[config.mk]
export PLATFORM = sky130hd
export DESIGN_NAME = bootdata_byte_pump
export DESIGN_NICKNAME = d
export VERILOG_FILES = /design/src/rtl/boot_pump_pkg.sv /design/src/rtl/sync_word_fifo.sv /design/src/rtl/bootdata_byte_pump.sv
export SDC_FILE = /design/constraint.sdc
export NUM_CORES = 1
export LEC_CHECK = 0
export BUFFER_PORTS_ARGS = -buffer_cell sky130_fd_sc_hd__buf_2
export CAP_MARGIN = 30
export CORE_MARGIN = 5
export CORE_UTILIZATION = 50
export CTS_BUF_LIST = sky130_fd_sc_hd__clkbuf_8
export DETAILED_ROUTE_END_ITERATION = 10
export PLACE_DENSITY = 0.76
export SKIP_CTS_REPAIR_TIMING = 1
export SLEW_MARGIN = 20
export SYNTH_ARGS = -nofsm -noshare
export SYNTH_HDL_FRONTEND = slang
export SYNTH_HIERARCHICAL = 1
export SYNTH_SLANG_ARGS = --single-unit
[constraint.sdc]
create_clock -name clk -period 11.1 [get_ports clk]
set_input_delay 3.33 -clock clk [delete_from_list [all_inputs] [get_ports clk]]
set_output_delay 3.33 -clock clk [all_outputs]
set_load 0.005 [all_outputs]
[src/rtl/boot_pump_pkg.sv]
// Shared constants, host handshake states and byte-lane selection for bootdata_byte_pump.
package boot_pump_pkg;

  localparam logic [7:0] HDR_MAGIC = 8'h4E;

  typedef enum logic [1:0] {
    IDLE     = 2'd0,
    ACK      = 2'd1,
    WAIT_LOW = 2'd2
  } host_state_e;

  // Byte index 0 is the most significant byte of the word.
  function automatic logic [7:0] byte_lane(input logic [31:0] word, input logic [1:0] idx);
    logic [7:0] lane;
    case (idx)
      2'd0:    lane = word[31:24];
      2'd1:    lane = word[23:16];
      2'd2:    lane = word[15:8];
      default: lane = word[7:0];
    endcase
    return lane;
  endfunction

endpackage

[src/rtl/sync_word_fifo.sv]
// Single-clock first-word-fall-through FIFO; a push while full is ignored even if a pop is present.
module sync_word_fifo #(
  parameter int DEPTH = 4,
  parameter int WIDTH = 32
) (
  input  logic             clk,
  input  logic             reset,
  input  logic             push,
  input  logic             pop,
  input  logic [WIDTH-1:0] din,
  output logic [WIDTH-1:0] dout,
  output logic             full,
  output logic             empty
);

  localparam int AW = (DEPTH > 1) ? $clog2(DEPTH) : 1;
  localparam int CW = AW + 1;

  logic [WIDTH-1:0] mem_q [DEPTH];
  logic [AW-1:0]    wr_ptr_q, wr_ptr_d;
  logic [AW-1:0]    rd_ptr_q, rd_ptr_d;
  logic [CW-1:0]    count_q, count_d;
  logic             do_push;
  logic             do_pop;

  assign full  = (count_q == CW'(DEPTH));
  assign empty = (count_q == '0);
  assign dout  = mem_q[rd_ptr_q];

  always_comb begin
    do_push  = push && !full;
    do_pop   = pop && !empty;
    wr_ptr_d = wr_ptr_q;
    rd_ptr_d = rd_ptr_q;
    count_d  = count_q;
    if (do_push) begin
      wr_ptr_d = wr_ptr_q + AW'(1);
    end
    if (do_pop) begin
      rd_ptr_d = rd_ptr_q + AW'(1);
    end
    case ({do_push, do_pop})
      2'b10:   count_d = count_q + CW'(1);
      2'b01:   count_d = count_q - CW'(1);
      default: count_d = count_q;
    endcase
  end

  always_ff @(posedge clk) begin
    if (reset) begin
      wr_ptr_q <= '0;
      rd_ptr_q <= '0;
      count_q  <= '0;
    end else begin
      wr_ptr_q <= wr_ptr_d;
      rd_ptr_q <= rd_ptr_d;
      count_q  <= count_d;
    end
  end

  always_ff @(posedge clk) begin
    if (do_push) begin
      mem_q[wr_ptr_q] <= din;
    end
  end

endmodule

[src/rtl/bootdata_byte_pump.sv]
// Bridges the 4-phase boot-data word handshake to the paced byte interface of the game loader,
// trimming to rom_size and discarding bytes until the iNES header magic is seen.
module bootdata_byte_pump
  import boot_pump_pkg::*;
#(
  parameter int FIFO_DEPTH  = 4,
  parameter int BYTE_PERIOD = 64
) (
  input  logic        clk,
  input  logic        reset,
  input  logic [31:0] rom_size,
  input  logic [31:0] bootdata,
  input  logic        bootdata_req,
  output logic        bootdata_ack,
  output logic [7:0]  loader_data,
  output logic        loader_strobe,
  output logic [31:0] bytes_consumed,
  output logic        done,
  output host_state_e dbg_host_state
);

  localparam int          PW          = (BYTE_PERIOD > 1) ? $clog2(BYTE_PERIOD) : 1;
  localparam logic [PW-1:0] PACE_RELOAD = PW'(BYTE_PERIOD - 1);

  host_state_e   host_state_q, host_state_d;
  logic [31:0]   words_in_q, words_in_d;
  logic [31:0]   word_q, word_d;
  logic [1:0]    idx_q, idx_d;
  logic          has_word_q, has_word_d;
  logic          synced_q, synced_d;
  logic [PW-1:0] pace_q, pace_d;
  logic [7:0]    loader_data_q, loader_data_d;
  logic          loader_strobe_q, loader_strobe_d;
  logic [31:0]   bytes_consumed_q, bytes_consumed_d;
  logic          done_q, done_d;

  logic          fifo_push, fifo_pop, fifo_full, fifo_empty;
  logic [31:0]   fifo_dout;
  logic          discard;
  logic [7:0]    cur_byte;
  logic          in_range, pending, is_magic, emit, drop, consume;
  logic          last_of_word, word_free;

  sync_word_fifo #(
    .DEPTH (FIFO_DEPTH),
    .WIDTH (32)
  ) u_fifo (
    .clk   (clk),
    .reset (reset),
    .push  (fifo_push),
    .pop   (fifo_pop),
    .din   (bootdata),
    .dout  (fifo_dout),
    .full  (fifo_full),
    .empty (fifo_empty)
  );

  // Host handshake: bootdata is valid while bootdata_req is high and must stay stable until
  // bootdata_ack pulses; ack is a single-cycle pulse, after which req must drop and be seen low
  // before the next word is taken, so one req-high phase never receives two acks.
  assign discard = ({words_in_q, 2'b00} >= {2'b00, rom_size});

  always_comb begin
    host_state_d = host_state_q;
    words_in_d   = words_in_q;
    fifo_push    = 1'b0;
    bootdata_ack = 1'b0;
    case (host_state_q)
      IDLE: begin
        if (bootdata_req && (!fifo_full || discard)) begin
          host_state_d = ACK;
        end
      end
      ACK: begin
        bootdata_ack = 1'b1;
        fifo_push    = !discard;
        words_in_d   = words_in_q + 32'd1;
        host_state_d = WAIT_LOW;
      end
      WAIT_LOW: begin
        if (!bootdata_req) begin
          host_state_d = IDLE;
        end
      end
      default: host_state_d = IDLE;
    endcase
  end

  always_comb begin
    cur_byte     = byte_lane(word_q, idx_q);
    in_range     = (bytes_consumed_q < rom_size);
    pending      = has_word_q && in_range;
    is_magic     = (cur_byte == HDR_MAGIC);
    emit         = pending && (synced_q || is_magic) && (pace_q == '0);
    drop         = pending && !synced_q && !is_magic;
    consume      = emit || drop;
    // Releasing the word on the final needed byte lets done rise one cycle after it.
    last_of_word = (idx_q == 2'd3) ||
                   (({1'b0, bytes_consumed_q} + 33'd1) >= {1'b0, rom_size});
    word_free    = !has_word_q || (consume && last_of_word) || (has_word_q && !in_range);
    fifo_pop     = word_free && !fifo_empty;

    has_word_d       = has_word_q;
    word_d           = word_q;
    idx_d            = idx_q;
    bytes_consumed_d = bytes_consumed_q;
    synced_d         = synced_q || emit;
    loader_strobe_d  = emit;
    loader_data_d    = emit ? cur_byte : loader_data_q;
    pace_d           = pace_q;

    if (consume) begin
      idx_d            = idx_q + 2'd1;
      bytes_consumed_d = bytes_consumed_q + 32'd1;
    end
    if (word_free) begin
      has_word_d = 1'b0;
    end
    if (fifo_pop) begin
      has_word_d = 1'b1;
      word_d     = fifo_dout;
      idx_d      = 2'd0;
    end

    if (emit) begin
      pace_d = PACE_RELOAD;
    end else if (pace_q != '0) begin
      pace_d = pace_q - PW'(1);
    end

    done_d = done_q || (!in_range && fifo_empty && !has_word_q);
  end

  always_ff @(posedge clk) begin
    if (reset) begin
      host_state_q     <= IDLE;
      words_in_q       <= '0;
      word_q           <= '0;
      idx_q            <= '0;
      has_word_q       <= 1'b0;
      synced_q         <= 1'b0;
      pace_q           <= '0;
      loader_data_q    <= '0;
      loader_strobe_q  <= 1'b0;
      bytes_consumed_q <= '0;
      done_q           <= 1'b0;
    end else begin
      host_state_q     <= host_state_d;
      words_in_q       <= words_in_d;
      word_q           <= word_d;
      idx_q            <= idx_d;
      has_word_q       <= has_word_d;
      synced_q         <= synced_d;
      pace_q           <= pace_d;
      loader_data_q    <= loader_data_d;
      loader_strobe_q  <= loader_strobe_d;
      bytes_consumed_q <= bytes_consumed_d;
      done_q           <= done_d;
    end
  end

  assign loader_data    = loader_data_q;
  assign loader_strobe  = loader_strobe_q;
  assign bytes_consumed = bytes_consumed_q;
  assign done           = done_q;
  assign dbg_host_state = host_state_q;

endmodule

==> impl_results.md, run 1 <==
- Status: completed
- Vias/cell: 5.54
- Antenna violation net count after detailed routing: 0
- Die height: about 170 µm
- Final worst-path cycle share: 0.603
- Bufs and invs on worst path: 4
- Post-synth top area share: 0.299
- FF-to-FF Start: bytes_consumed[9]
- Critical Path RT: 11.31 ns
- Final core utilization: 0.575
- Hold Vio Cnt, Final: 0
- Yosys warnings: 6
- Total global routing track utilization: 0.190
- Post-Route Setup TNS: 0 ns
- Root Buffer: clkbuf_8
- Synth area leaders: edfxtp_1 30%, dfxtp_1 20%, ha_1 10%
- CTS Buf Count: 42
- Top_reg_cell synth: edfxtp_1
- Worst hold slack: ~0.50 ns
- Post-route worst setup slack: 4.40 ns
- Worst vdd ir: 0.000133 V
- Clk_skew: 0.0427 ns
- GP Congestion: about 0.89
- # fillers: 2115
- Final Max Slew Viols: 0
- Post-place instance area: 13700 µm²
- Post-DP HPWL: 19500 µm
- Ant. Diodes: 0
- Post-synth top cells: 145 x nor2_1, 128 x edfxtp_1, 127 x dfxtp_1, 107 x ha_1, 63 x nand2_1
- Post-synthesis sequential area ratio: 0.496
- Initial Utilization: 0.510
- Rows: just under 60
- Crit-path cells: buf_2, inv_1, ha_1, or3_1, o221a_2, o2111ai_1, a211oi_1, a2111oi_0, o221ai_1, a21oi_1, and2_1, inv_1, nor2_1, and2_1, buf_4
- Routed WL per cell: 17.3 µm
- Vias in the first global route: 8852
- FFs w/ async S/R, synth: 0
- Worst Setup SP: rom_size[3]
- EDFF count, synth: 128
- Pre-antenna DRT Iters: 6
- Leak Pwr: around 5.8 nW
- Setup WS pre-CTS: 3.78 ns
- Final critical-path required period: about 6.7 ns
- Yosys cell types: between 60 and 70
- Worst-Margin Slew: just over 1 ns
- Via count: between 8000 and 9000
- Clock transition at path regs: around 0.060 ns
- Core Region: about 25000 µm²
- Design Area, Final: around 15000 µm²
- IO Pins: 112
- CP Launch Type: input pin
- Clock sinks: about 260
- Count leader, synth: nor2_1
- Area growth syn-to-layout: 12.9%
- Port bufs: approximately 110
- Worst Setup End Kind: flip-flop
- Min-delay src: pace_q[2]
- Chip width: around 170 µm
- Critical path class: input pin to flip-flop
- Mapped Avg Cell Area: between 10 and 15 µm²
- Syn_nets: ~1300
- Relative slew slack: 0.324
- Slowest CP cell: a2111oi_0
- Final Setup Violations: 0
- Gr ovfl total: 0
- Clock tree buffer depth: 3
- Flops & latches, synth: ~260
- Crit path max fanout: 27
- Largest net degree at the start of global routing: a little under 90
- Critical Path Max Stage Delay: between 0.5 and 0.6 ns
- Arrival @ worst endpoint: roughly 6.9 ns
- Initial DRC Count: 535
- Power per Cell Area: 144 nW/µm²
- Mapped Cells: between 1000 and 1500
- CP top delay family: compound AO/OA/AOI/OAI gates
- First-pass GRT wire length: 45000 µm
- Initial antenna violation count: 2
- Min-Delay Path Class: flip-flop to flip-flop
- Max cap viols: 0
- CTS tree: yes
- Nets: around 1400
- Cell Area, Synth: 12900 µm²
- Proportion of layout cells with a drive suffix above 1: 0.192
- DIE AREA: a little under 30000 µm²
- Clk_lat worst skew: ~0.57 ns
- Yosys top cell by area: edfxtp_1
- Max Freq: ~150 MHz
- Post-Route WL: 27800 µm
- RSZ-0062 raised after global routing: no
- DR DRC count: 0
- H-tree levels: 2
registers in the layout, indices dropped and copies added (netlist names), named ones only:
signal           flops
word_q              32
loader_strobe        1
pace_q               6
loader_data          8
u_fifo/mem_q       128
done                 1
idx_q                2
bytes_consumed      32
has_word_q           1
u_fifo/count_q       3
words_in_q          32
u_fifo/wr_ptr_q      2
u_fifo/rd_ptr_q      2
synced_q             1
dbg_host_state       2
cell type report:
type | count | area, µm² | area share
Multi-Input combinational cell | 768 | 6040 | 0.415
Sequential cell | 255 | 6390 | 0.440
Timing Repair Buffer | 122 | 641 | 0.0441
Clock buffer | 53 | 729 | 0.0502
Clock inverter | 23 | 124 | 0.00852
Tap cell | 330 | 413 | 0.0284
Inverter | 53 | 199 | 0.0137
routing by layer:
layer,global-route usage,vias up,part of all wire
li1,-,4339,-
met1,0.248,4231,0.43
met2,0.320,256,0.48
met3,0.0397,62,0.061
met4,0.0601,4,0.025
met5,0,-,0.00097
power by group:
group / leakage, nW / internal [mW] / total (mW) / switching, mW
logic: 3.11 / 0.0945 / 0.228 / 0.133
registers: 2.19 / 1.03 / 1.05 / 0.0278
clock network: 0.487 / 0.436 / 0.814 / 0.379
cells by family after synthesis:
family                     Yosys count  synth area share
AOI/OAI and AO/OA                  125            0.0639
DFF                                255             0.496
xor gates and xnor gates            96            0.0653
muxes                               75            0.0900
adders and majority gates          108             0.106
and+or+nand+nor                    364             0.143
buffers and inverters               94            0.0361
cell usage in the layout (no fill, tap or decap), types with 30 or more instances in the layout:
cell / synthesis / routed
a21oi_1: 40 / 40
buf_2: 7 / 110
clkbuf_8: 0 / 53
dfxtp_1: 127 / 125
edfxtp_1: 128 / 128
ha_1: 107 / 107
inv_1: 53 / 64
mux2i_1: 43 / 43
mux4_2: 30 / 30
nand2_1: 63 / 63
nor2_1: 145 / 144
xnor2_1: 57 / 57
xor2_1: 39 / 39
worst paths after layout:
kind                          to  slack (ns)  depth (start not counted)
max          u_fifo/mem_q[1][27]        4.40                         15
min                    pace_q[2]        0.50                          2
max reg2reg    u_fifo/count_q[2]        5.02                         23
min reg2reg            pace_q[2]        0.50                          2
worst reg2reg max path: stages (launching register included):
cell      delay (ns)
dfxtp_1         0.49
nand4_1         0.19
or3_1           0.44
nor3_2          0.29
nand3_2         0.29
or3_4           0.50
nor2_1          0.21
xor2_1          0.11
ha_1            0.28
nand3_1         0.12
nor4_1          0.31
nand4_1         0.16
o211ai_1        0.19
o22ai_1         0.17
a31oi_4         0.25
buf_4           0.52
o31ai_2         0.19
inv_1           0.09
ha_1            0.18
inv_1           0.06
fa_1            0.37
xor2_1          0.16
or3_1           0.31
a21oi_1         0.13
through the flow:
stage               power, mW  cells
floorplan                1.23   1117
global placement         1.29   1528
detailed placement       1.30   1528
CTS                      2.12   1604
global route             2.19   1604
finish                   2.10   1604
Power figures use the tool's default switching activity.
==> run 2, diff against run 1 <==
--- a/config.mk
+++ b/config.mk
@@ -11,7 +11,7 @@
 export CORE_UTILIZATION = 50
 export CTS_BUF_LIST = sky130_fd_sc_hd__clkbuf_8
 export DETAILED_ROUTE_END_ITERATION = 10
-export PLACE_DENSITY = 0.76
+export PLACE_DENSITY = 0.78
 export SKIP_CTS_REPAIR_TIMING = 1
 export SLEW_MARGIN = 20
 export SYNTH_ARGS = -nofsm -noshare
==> constraint.sdc (replaced) <==
create_clock -name clk -period 5.75 [get_ports clk]
set_input_delay 1.725 -clock clk [delete_from_list [all_inputs] [get_ports clk]]
set_output_delay 1.725 -clock clk [all_outputs]
set_load 0.005 [all_outputs]
==> run 2 against run 1 <==
Against the previous run:
- routed wire length decreased by 0.37%
- first-iteration DRC count increased by 32%
- clock-buffer cell count decreased by 9
- die area unchanged
- core utilization increased by 0.27 points
- final area increased by 0.47%
- final cell count increased by 0.37%
- sequential power increased by 93%
- largest cell class unchanged
- highest routed layer unchanged
==> impl_results.md, run 2 (synthesized netlist as in run 1, its figures left out) <==
- RSZ-0062 raised after global routing: no
- Worst vdd ir: 0.000258 V (+94%)
- Clock sinks: 255 (unchanged)
- Final Setup Violations: 0 (unchanged)
- IO Pins: 112 (unchanged)
- Power per Cell Area: 275 nW/µm² (+91%)
- Worst Setup End Kind: flip-flop
- Critical Path RT: 6.23 ns (-5.08 ns)
- Clock tree buffer depth: 3 (unchanged)
- Core Region: 25300 µm² (unchanged)
- Final worst-path cycle share: 0.922
- Critical path class: flip-flop to flip-flop
- Final critical-path required period: around 5.3 ns
- Initial antenna violation count: 1 (-1)
- Die height: 170 µm (unchanged)
- Root Buffer: clkbuf_8
- Nets: 1421 (+0.28%)
- Max cap viols: 0 (unchanged)
- Via count: 8943 (+0.57%)
- Relative slew slack: 0.432 (+0.108)
- Antenna violation net count after detailed routing: 0 (unchanged)
- Status: completed
- Initial Utilization: 0.510 (unchanged)
- Leak Pwr: 5.80 nW (+0.32%)
- Proportion of layout cells with a drive suffix above 1: 0.188 (-0.00481)
- Commonest non-fill, non-tap cell in the layout: nor2_1
- Total global routing track utilization: 0.192 (+0.00119)
- Ant. Diodes: 0 (unchanged)
- Max Freq: approximately 190 MHz
- Post-Route Setup TNS: 0 ns (unchanged)
- Port bufs: 111 (unchanged)
- Setup WS pre-CTS: 0.248 ns (-3.53 ns)
- Vias in the first global route: 8926 (+0.84%)
- CTS tree: yes
- DR DRC count: 0 (unchanged)
- Max reg flops: 128 (unchanged)
- Commonest cells after routing, fill and taps aside: 144 x nor2_1, 128 x edfxtp_1, 125 x dfxtp_1
- Crit path max fanout: 6 (-78%)
- Post-Route WL: 27700 µm (-0.37%)
- H-tree levels: 2 (unchanged)
- Initial DRC Count: 705 (+32%)
- First-pass GRT wire length: 45200 µm (+0.38%)
- Arrival @ worst endpoint: 5.78 ns (-1.13 ns)
- Final Max Slew Viols: 0 (unchanged)
- Hold Vio Cnt, Final: 0 (unchanged)
- Gr ovfl total: 0 (unchanged)
- Most flop-heavy register: u_fifo/mem_q
- Clk_lat worst skew: 0.57 ns (about the same)
- Chip width: 170 µm (unchanged)
- Area growth syn-to-layout: 13.4%
- Rows: 58 (unchanged)
- DIE AREA: 29100 µm² (unchanged)
- Post-DP HPWL: 19400 µm (-0.84%)
- # fillers: 2105 (-0.47%)
- Vias/cell: 5.55 (+0.20%)
- Clock transition at path regs: 0.06 ns (about the same)
- Largest net degree at the start of global routing: 103 (+18%)
- Worst-Margin Slew: 0.852 ns (-0.157 ns)
- CP Launch Type: flip-flop
- CTS Buf Count: 43 (+2.4%)
- Post-route worst setup slack: 0.450 ns (-3.95 ns)
- Min-Delay Path Class: flip-flop to flip-flop
- Clk_skew: 0.0415 ns (-0.00121 ns)
- GP Congestion: 0.905 (+1.5%)
- Pre-antenna DRT Iters: 6 (unchanged)
- Routed WL per cell: 17.2 µm (-0.74%)
## run 2: cell count changes in the layout (fill, tap and decap cells not counted), moves of 2 or more
cell | before | now
buf_12 | 0 | 4
buf_4 | 12 | 9
clkinv_2 | 6 | 4
bufinv_16 | 0 | 2
clkbuf_8 | 53 | 44
inv_1 | 64 | 67
clkinv_1 | 3 | 11
## run 2: path summary, 6_finish.rpt
kind / from / endpoint / slack, ns / cells past startpoint
setup reg to reg: bytes_consumed[0] / u_fifo/count_q[2] / 0.45 / 22
setup / recovery: bytes_consumed[0] / u_fifo/count_q[2] / 0.45 / 22
hold / removal: u_fifo/rd_ptr_q[1] / flip-flop / 0.49 / 2
hold reg to reg: u_fifo/rd_ptr_q[1] / flip-flop / 0.49 / 2
## run 2: through the flow
step                hold WS, ns  power, mW  std cells   util  area [µm²]
global placement          0.471       2.49       1529  0.544       13700
floorplan                 0.457       2.38       1117      -       12900
CTS                       0.492       4.06       1608  0.577       14600
global route              0.508       4.23       1610  0.578       14600
detailed placement        0.477       2.51       1529  0.544       13700
finish                    0.493       4.02       1610  0.578       14600
## run 2: critical path: stages (launching register included)
cell	delay (ns)
dfxtp_1	0.46
ha_1	0.25
nand3_1	0.15
or2_2	0.44
nor3_1	0.41
nand3_1	0.21
or2_2	0.35
xnor2_1	0.14
ha_1	0.30
nand4_1	0.15
nor4_1	0.29
a222oi_1	0.11
nand3_1	0.15
o211ai_1	0.16
a31oi_4	0.24
o31ai_2	0.11
inv_1	0.07
ha_1	0.17
inv_1	0.06
fa_1	0.37
xor2_1	0.15
or3_1	0.31
a21oi_1	0.16
## run 2: where the power goes
part           switching (mW)  internal [mW]
logic                   0.257          0.186
registers              0.0536           1.98
clock network           0.732          0.813
## run 2: metal layers
layer,vias up,routed length (µm),track usage
li1,4336,-,-
met1,4300,12000,0.253
met2,247,13200,0.318
met3,58,1710,0.0369
met4,2,739,0.0656
met5,-,13,0
## run 2: cell type report
class,count,area [µm²],area share
Inverter,53,199,0.0136
Sequential cell,255,6390,0.438
Clock inverter,35,225,0.0154
Multi-Input combinational cell,768,6040,0.414
Tap cell,330,413,0.0283
Timing Repair Buffer,125,731,0.0500
Clock buffer,44,606,0.0415
==> run 3, diff against run 2 <==
--- a/config.mk
+++ b/config.mk
@@ -11,7 +11,7 @@
 export CORE_UTILIZATION = 50
 export CTS_BUF_LIST = sky130_fd_sc_hd__clkbuf_8
 export DETAILED_ROUTE_END_ITERATION = 10
-export PLACE_DENSITY = 0.78
+export PLACE_DENSITY = 0.76
 export SKIP_CTS_REPAIR_TIMING = 1
 export SLEW_MARGIN = 20
 export SYNTH_ARGS = -nofsm -noshare
==> constraint.sdc (replaced) <==
create_clock -name clk -period 6.22 [get_ports clk]
set_input_delay 1.866 -clock clk [delete_from_list [all_inputs] [get_ports clk]]
set_output_delay 1.866 -clock clk [all_outputs]
set_load 0.005 [all_outputs]
==> run 3 against run 2 <==
Against the previous run:
- final cell count is 0.19% lower
- non-clock buffer count decreased by 2
- core utilization is 0.25 points lower
- clock power shrank 8%
- worst setup slack better by 0.41 ns
- highest routed layer unchanged
- clock-buffer cell count grew 2
==> impl_results.md, run 3 (synthesized netlist as in run 1, its figures left out) <==
- Status: completed
- FF-to-FF Start: bytes_consumed[9]
- # fillers: 2077 (-1.3%)
- Clock tree buffer depth: 3 (unchanged)
- Worst vdd ir: 0.000219 V (-15%)
- Die height: 170 µm (unchanged)
- Final core utilization: 0.576 (-0.00248)
- Bufs and invs on worst path: 3 (+1)
- Post-place instance area: 13700 µm² (-0.42%)
- Commonest cells after routing, fill and taps aside: 144 x nor2_1, 128 x edfxtp_1, 125 x dfxtp_1
- Vias/cell: 5.56 (+0.18%)
- Flip-flop and latch area: 6390 µm² (unchanged)
- Proportion of layout cells with a drive suffix above 1: 0.194 (+0.00607)
- DR DRC count: 0 (unchanged)
- GP Congestion: 0.907 (+0.21%)
- FF-to-FF path depth: 23 (+4.5%)
- Clock sinks: 255 (unchanged)
- Post-DP HPWL: 19700 µm (+2.0%)
- Largest net degree at the start of global routing: 92 (-11%)
- Vias in the first global route: 8866 (-0.67%)
- Crit-path cells: nand4_1, or3_1, nor3_2, nand3_2, buf_4, or3_4, nor2_1, xor2_1, ha_1, nand3_1, nor4_1, nand4_1, o211ai_1, o22ai_1, a31oi_4, o31ai_2, inv_1, ha_1, inv_1, fa_1, xor2_1, or3_1, a21oi_1
- Commonest non-fill, non-tap cell in the layout: nor2_1
- Pre-antenna DRT Iters: 9 (+3)
- H-tree levels: 2 (unchanged)
- Post-Route WL: 28000 µm (+0.93%)
- Gr ovfl total: 0 (unchanged)
- Max cap viols: 0 (unchanged)
- Final Setup Violations: 0 (unchanged)
- Initial Utilization: 0.510 (unchanged)
- Rows: 58 (unchanged)
- Combinational share of power: 0.109 (about the same)
- Design Area, Final: 14500 µm² (-0.43%)
- Slowest CP cell: dfxtp_1
- Initial DRC Count: 650 (-7.8%)
- Relative slew slack: 0.381 (-0.0507)
- Critical path class: flip-flop to flip-flop
- Sequential group share of total power: 0.506 (about the same)
- CTS Buf Count: 42 (-2.3%)
- CP Launch Type: flip-flop
- Chip width: 170 µm (unchanged)
- Root Buffer: clkbuf_8
- Port bufs: 111 (unchanged)
- P_sw: 976 µW (-6.4%)
- Core Region: 25300 µm² (unchanged)
- RSZ-0062 raised after global routing: no
- Final Max Slew Viols: 0 (unchanged)
- CTS tree: yes
- First-pass GRT wire length: 45400 µm (+0.50%)
- Min-Delay Path Class: flip-flop to flip-flop
- Sw frac: 0.263 (+0.00353)
- Final critical-path required period: 5.36 ns (+0.0602 ns)
- Int Pwr: 2.74 mW (-8.1%)
- CP top delay family: simple AND/OR/NAND/NOR gates
- Initial antenna violation count: 1 (unchanged)
- WP depth: 23 (+4.5%)
- Flop2flop setup slack: 0.86 ns (+0.41 ns)
- Arrival @ worst endpoint: 5.84 ns (+0.06 ns)
- Antenna violation net count after detailed routing: 0 (unchanged)
- Multi-input logic area: 6040 µm² (unchanged)
- Leak Pwr: 5.77 nW (-0.51%)
- IO Pins: 112 (unchanged)
- Nets: 1418 (-0.21%)
- Clk_skew: 0.0204 ns (-0.0210 ns)
- Area growth syn-to-layout: 12.9%
- DIE AREA: 29100 µm² (unchanged)
- Total global routing track utilization: 0.193 (+0.00172)
- Critical Path Max Stage Delay: 0.48 ns (+0.02 ns)
- Clk_lat worst skew: 0.56 ns (about the same)
- Routed WL per cell: 17.4 µm (+1.1%)
- Final worst-path cycle share: 0.862 (-0.0600)
- Worst Setup End Kind: flip-flop
- Crit path max fanout: 10 (+4)
- Most flop-heavy register: u_fifo/mem_q
- Power per Cell Area: 255 nW/µm² (-7.3%)
- Via count: 8942 (-0.011%)
- Clock power share: 0.385 (about the same)
- Max Freq: 187 MHz (-1.1%)
- Hold Vio Cnt, Final: 0 (unchanged)
- Max reg flops: 128 (unchanged)
- Worst-Margin Slew: 0.920 ns (+0.0676 ns)
- Crit path to: u_fifo/count_q[2]
- Post-Route Setup TNS: 0 ns (unchanged)
- Critical Path RT: 6.70 ns (+0.47 ns)
- Reg2Reg Capture Point: u_fifo/count_q[2]
- Worst Setup SP: bytes_consumed[9]
- Clock transition at path regs: 0.06 ns (about the same)
run 3: cell types whose count changed in the layout (fill, tap and decap cells not counted), sizes merged:
cell	change
inv	-3
buf	-1
bufinv	-1
clkbuf	+1
diode	+1
run 3: layout make-up:
cell class	count	area share
multi-input combinational	768	0.415
tap	330	0.0284
clock buffer	46	0.0435
sequential	255	0.439
inverter	53	0.0137
timing repair buffer	123	0.0460
antenna	1	0.000172
clock inverter	31	0.0134
run 3: metrics by stage:
step / power [mW] / cells / setup slack (ns) / hold slack [ns]
after global placement: 2.30 / 1528 / 0.740 / 0.466
after floorplan: 2.20 / 1117 / 0.969 / 0.457
after global routing: 3.89 / 1606 / 0.475 / 0.525
after detailed placement: 2.32 / 1528 / 0.587 / 0.483
after CTS: 3.76 / 1605 / 0.891 / 0.492
final: 3.71 / 1607 / 0.860 / 0.489
run 3: power groups by stage:
stage	sequential (mW)	combinational, mW	clock (mW)
after floorplan	1.90	0.306	0
after global placement	1.91	0.390	0
after detailed placement	1.91	0.403	0
after CTS	1.88	0.406	1.47
after global routing	1.89	0.455	1.55
final	1.88	0.404	1.43
run 3: worst min-delay path by stage:
stage | startpoint | endpoint | slack [ns] | depth (start not counted)
final | pace_q[2] | pace_q[2] | 0.49 | 2
after global routing | done | done | 0.53 | 2
after CTS | pace_q[2] | pace_q[2] | 0.49 | 2
after detailed placement | done | done | 0.48 | 2
after global placement | u_fifo/rd_ptr_q[1] | flip-flop | 0.47 | 2
after floorplan | pace_q[2] | pace_q[2] | 0.46 | 2
run 3: worst register-to-register path, cell delays in order, from the launching register on:
cell	delay, ns
dfxtp_1	0.48
nand4_1	0.20
or3_1	0.45
nor3_2	0.29
nand3_2	0.10
buf_4	0.20
or3_4	0.41
nor2_1	0.19
xor2_1	0.10
ha_1	0.29
nand3_1	0.11
nor4_1	0.30
nand4_1	0.14
o211ai_1	0.17
o22ai_1	0.16
a31oi_4	0.27
o31ai_2	0.11
inv_1	0.07
ha_1	0.17
inv_1	0.06
fa_1	0.38
xor2_1	0.16
or3_1	0.32
a21oi_1	0.16
run 3: routing by layer:
layer	share of wire	vias up	wire [µm]	GRT usage
met2	0.48	250	13500	0.326
met3	0.060	56	1690	0.0372
met1	0.43	4300	12100	0.252
met4	0.022	2	627	0.0622
met5	0.00046	-	13	0
li1	-	4334	-	-
